$ cat src/rtl/input_event_conditioner.sv
// Debounced, synchronized pulse front-end for the start/x inputs of
// the count-to-fifteen controller; also keeps a saturating x tally.

module input_event_debounce #(
   parameter int DEBOUNCE_CYCLES = 4,
   parameter int CNT_W = 3
) (
   input  logic clock,
   input  logic clear,
   input  logic raw,
   output logic level,
   output logic pulse
);

   localparam logic [1:0] ST_LOW  = 2'b00;
   localparam logic [1:0] ST_CHKH = 2'b01;
   localparam logic [1:0] ST_HIGH = 2'b10;
   localparam logic [1:0] ST_CHKL = 2'b11;

   localparam logic [CNT_W-1:0] LIMIT = CNT_W'(DEBOUNCE_CYCLES);
   localparam logic [CNT_W-1:0] ONE   = CNT_W'(1);

   logic s1;
   logic s2;
   logic [1:0] state;
   logic [1:0] state_nx;
   logic [CNT_W-1:0] cnt;
   logic [CNT_W-1:0] cnt_nx;
   logic pulse_nx;

   always_comb begin
      state_nx = state;
      cnt_nx   = cnt;
      pulse_nx = 1'b0;
      unique case (state)
         ST_LOW: begin
            if (s2) begin
               state_nx = ST_CHKH;
               cnt_nx   = ONE;
            end
         end
         ST_CHKH: begin
            if (!s2) begin
               state_nx = ST_LOW;
               cnt_nx   = '0;
            end else if (cnt == LIMIT) begin
               state_nx = ST_HIGH;
               cnt_nx   = '0;
               pulse_nx = 1'b1;
            end else begin
               cnt_nx = cnt + ONE;
            end
         end
         ST_HIGH: begin
            if (!s2) begin
               state_nx = ST_CHKL;
               cnt_nx   = ONE;
            end
         end
         ST_CHKL: begin
            if (s2) begin
               state_nx = ST_HIGH;
               cnt_nx   = '0;
            end else if (cnt == LIMIT) begin
               state_nx = ST_LOW;
               cnt_nx   = '0;
            end else begin
               cnt_nx = cnt + ONE;
            end
         end
         default: begin
            state_nx = ST_LOW;
            cnt_nx   = '0;
         end
      endcase
   end

   // Everything moves on the falling edge to line up with the consumer.
   always_ff @(negedge clock) begin
      if (!clear) begin
         s1    <= 1'b0;
         s2    <= 1'b0;
         state <= ST_LOW;
         cnt   <= '0;
         pulse <= 1'b0;
      end else begin
         s1    <= raw;
         s2    <= s1;
         state <= state_nx;
         cnt   <= cnt_nx;
         pulse <= pulse_nx;
      end
   end

   // HIGH and CHK_L share the upper state bit, so level is a plain flop.
   assign level = state[1];

endmodule

module input_event_conditioner #(
   parameter int DEBOUNCE_CYCLES = 4,
   parameter int CNT_W = 3
) (
   input  logic       clock,
   input  logic       clear,
   input  logic       raw_start,
   input  logic       raw_x,
   output logic       start_pulse,
   output logic       x_pulse,
   output logic       start_level,
   output logic       x_level,
   output logic [7:0] x_count
);

   input_event_debounce #(
      .DEBOUNCE_CYCLES(DEBOUNCE_CYCLES),
      .CNT_W(CNT_W)
   ) u_start (
      .clock(clock),
      .clear(clear),
      .raw(raw_start),
      .level(start_level),
      .pulse(start_pulse)
   );

   input_event_debounce #(
      .DEBOUNCE_CYCLES(DEBOUNCE_CYCLES),
      .CNT_W(CNT_W)
   ) u_x (
      .clock(clock),
      .clear(clear),
      .raw(raw_x),
      .level(x_level),
      .pulse(x_pulse)
   );

   // A start in the same cycle wins and drops the coincident x event.
   always_ff @(negedge clock) begin
      if (!clear) begin
         x_count <= 8'd0;
      end else if (start_pulse) begin
         x_count <= 8'd0;
      end else if (x_pulse && (x_count != 8'hFF)) begin
         x_count <= x_count + 8'd1;
      end
   end

endmodule

$ cat config.mk
export PLATFORM = sky130hd
export DESIGN_NAME = input_event_conditioner
export DESIGN_NICKNAME = d
export VERILOG_FILES = /design/src/rtl/input_event_conditioner.sv
export SDC_FILE = /design/constraint.sdc
export NUM_CORES = 1
export LEC_CHECK = 0
export ABC_AREA = 1
export BUFFER_PORTS_ARGS = -buffer_cell sky130_fd_sc_hd__buf_2
export CAP_MARGIN = 10
export CORE_MARGIN = 2
export CORE_UTILIZATION = 50
export CTS_CLUSTER_SIZE = 24
export DETAILED_ROUTE_END_ITERATION = 8
export GPL_ROUTABILITY_DRIVEN = 1
export PLACE_DENSITY = 0.71
export RECOVER_POWER = 25
export REMOVE_ABC_BUFFERS = 1
export SLEW_MARGIN = 20
export SYNTH_ARGS = -nofsm -noshare
export SYNTH_HDL_FRONTEND = slang
export SYNTH_SLANG_ARGS = --single-unit
$ cat constraint.sdc
create_clock -name clock -period 3.5 [get_ports clock]
set_input_delay 0.35 -clock clock [delete_from_list [all_inputs] [get_ports clock]]
set_output_delay 0.35 -clock clock [all_outputs]
set_load 0.01 [all_outputs]
==> parameters.txt <==
Parameter                              Value

Clocking
  Number of buffers inserted by post-CTS setup repair ... 0
  Clock insertion delay at the later pin of the skew report ... 370 ps
  Clk Tree Root Cell ... sky130_fd_sc_hd__clkbuf_4
  Maximum level of the CTS H-tree ... 1
  Max clock buf depth ... 2
  Total of hold buffers inserted after clock tree synthesis ... 0
  CTS tree ... yes
  PostCTS Resize Cnt ... 0
  Clock Pin Slew Worst Setup and Hold Paths ... 50 ps
  Clock sink count ... 24
  Number of buffers created by CTS ... 3

Die
  Boundary Pins ... 16
  Initial core utilization ... 0.516
  Standard-cell rows ... 17
  Height of the die ... 51.3 microns
  Core region area ... 2170 sq um
  Die ar. ... 2630 sq um
  DIE WIDTH ... 51.3 microns

Drt
  DRT Wirelength ... 2.12 mm
  DRC errors left ... 0
  Routed length per instance ... 9.72 microns
  Antenna Violating Nets Remaining ... 0
  Violation count after the first detailed-routing iteration ... 10
  Vias per inst ... 4.70
  Total number of vias ... 1024
  Number of detailed-route iterations in the first pass ... 4

Logic synthesis
  Number of distinct library cell variants in the gate-level netlist after synthesis ... 23
  Fraction of the yosys area taken by sequential cells ... 0.429
  Cell count after synthesis ... 150
  Synth warn ... 0
  Mean cell area of the mapped netlist ... 7.47 sq um
  Share of Yosys cell area claimed by the top area cell type ... 0.429
  Mapped Area ... 1120 sq um
  Count of state elements after synthesis ... 24
  Dominant cell type by area after synthesis ... sky130_fd_sc_hd__dfxtp_1
  Synth area leaders ... sky130_fd_sc_hd__dfxtp_1 (43%), sky130_fd_sc_hd__nand2_1 (13%), sky130_fd_sc_hd__inv_1 (7.0%), sky130_fd_sc_hd__ha_1 (5.6%), sky130_fd_sc_hd__a21oi_1 (5.4%)

Placement
  Final weighted congestion of routability-driven global placement ... 0.778
  Port Buffer Count ... 15
  Detailed Place HPWL ... 1.49 mm

Timing
  Max transition margin ... 0.737
  Max Clock Skew ... 17.5 ps
  Slew of the pin with the lowest slew margin ... 393 ps
  Setup repair after global routing missed its margin ... no
  Setup Viol. Count Final ... 0
  Count of final hold-check violations ... 0
  Setup TNS ... 0 ps
  Count of final max-slew check failures ... 0
  Hold Worst Slack ... 411 ps

Setup path
  Setup slack of the most critical reg-to-reg path ... 2120 ps
  CP Cell Sequence ... buf_2
  Reg2reg start ... x_count[0]$_SDFFE_NP0P_
  Data arrival time of the critical path ... 2680 ps
  R2R Path End ... x_count[0]$_SDFFE_NP0P_
  Endpoint type of the worst setup path ... primary output
  WP buf/inv ... 1
  Crit path kind ... reg2out
  Cell family with the largest share of critical-path delay ... flip-flops
  Endpoint required time on the critical path ... 3150 ps
  Critical-path top delay cell ... sky130_fd_sc_hd__dfxtp_1
  Number of cells traversed by the worst register-to-register path ... 8
  Crit path launch type ... flip-flop
  Peak fanout along the critical path ... 4
  Critical path's largest stage delay ... 400 ps

Worst hold path
  Endpoint of the worst hold path ... u_x.s2$_SDFF_NN0_
  Min-delay worst type ... reg2reg
  Source of the worst hold timing path ... u_x.s1$_SDFF_NN0_
  Worst Hold Path Cells ... 2

Power
  Peak supply drop ... 0.355 mV
  Ratio of total power to cell area ... 390 nW/um^2
  Leak pwr ... 0.680 nW

Global route
  Initial antenna violation count ... 0
  First-pass GRT wire length ... 3.59 mm
  Maximum number of pins on one net before global-route repair ... 13
  GRT Util Overall ... 0.179
  Remaining Overflow, GRT ... 0
  Via count of the first global-routing pass ... 993

Outcome
  Status ... finished, final reports clean

Final layout
  Registers with the highest flip-flop counts ... x_count (8), u_start.cnt (3), u_x.cnt (3)
  Nets ... 201
  Ratio of cells with drive above 1 in the final layout ... 0.121
  Flip-flop count of the largest register after layout ... 8
  Area growth from synthesis to final layout ... 18.1%
  Antenna cells ... 0
  Most flops, register ... x_count

Flow run
  Max capacitance violation total ... 0
[cells by family after synthesis]
logic type	after synthesis	share of synthesized area
and+or+nand+nor	72	0.283
xor gates and xnor gates	6	0.0469
AOI/OAI and AO/OA	20	0.102
buffers and inverters	23	0.0838
adders and majority gates	5	0.0559
DFF	24	0.429
[cells in the mapped netlist (all sizes together)]
master	number
nor2	15
a21oi	13
and2	1
o21ai	3
xor2	5
xnor2	1
o211ai	1
buf	1
nand3b	1
a211oi	3
nand2	43
nand4	2
nor3	2
nand3	7
inv	22
nor3b	1
ha	5
dfxtp	24
[layout make-up]
cell class / count / area, sq um
Clock buffer: 3 / 22.5
Clock inverter: 24 / 90.1
Fill cell: 221 / 847
Inverter: 21 / 78.8
Multi-Input combinational cell: 103 / 542
Sequential cell: 24 / 480
Tap cell: 28 / 35.0
Timing Repair Buffer: 15 / 73.8
[placed cells by master (no fill, tap or decap), types with 2 or more instances in the layout]
master,Yosys,layout
sky130_fd_sc_hd__dfxtp_1,24,24
sky130_fd_sc_hd__xor2_1,5,5
sky130_fd_sc_hd__ha_1,5,5
sky130_fd_sc_hd__inv_1,21,44
sky130_fd_sc_hd__a211oi_1,3,3
sky130_fd_sc_hd__nand3_1,7,7
sky130_fd_sc_hd__nand4_1,2,2
sky130_fd_sc_hd__a21oi_1,12,13
sky130_fd_sc_hd__nand2_1,40,40
sky130_fd_sc_hd__nor2_1,14,14
sky130_fd_sc_hd__nand2_2,2,2
sky130_fd_sc_hd__nor3_1,2,2
sky130_fd_sc_hd__clkbuf_4,0,3
sky130_fd_sc_hd__buf_2,0,14
sky130_fd_sc_hd__o21ai_0,3,3
[worst max path at each step]
stage	startpoint	end	slack [ps]	cells past startpoint
floorplan	clear	x_count[1]$_SDFFE_NP0P_	800	4
global placement	clear	x_count[3]$_SDFFE_NP0P_	500	5
detailed placement	clear	x_count[7]$_SDFFE_NP0P_	460	5
CTS	u_x.pulse$_SDFF_NN0_	x_pulse	450	1
global route	flip-flop	start_level	400	1
finish	u_x.pulse$_SDFF_NN0_	x_pulse	470	1
[where the power goes]
group / switching, mW / leakage, nW / internal [mW]
Clock: 0.136 / 0.142 / 0.0752
Sequential: 0.00401 / 0.195 / 0.279
Combinational: 0.0134 / 0.344 / 0.00706
[metrics by stage]
step                      cell area, sq um  power, mW  worst slack [ps]   util  std cells
after detailed placement              1220      0.353               460  0.562        192
after floorplan                       1110      0.346               795      -        149
after global placement                1220      0.351               505  0.562        192
final                                 1320      0.516               466  0.610        218
after global routing                  1320      0.560               399  0.610        218
after CTS                             1330      0.527               446  0.612        218
[layer usage]
metal	up-vias	track usage	wire length, microns
li1	554	-	-
met1	451	0.168	923
met3	2	0.0526	65
met5	-	0	0
met4	0	0.118	27
met2	17	0.331	1100
(Power assumes the default switching activity.)
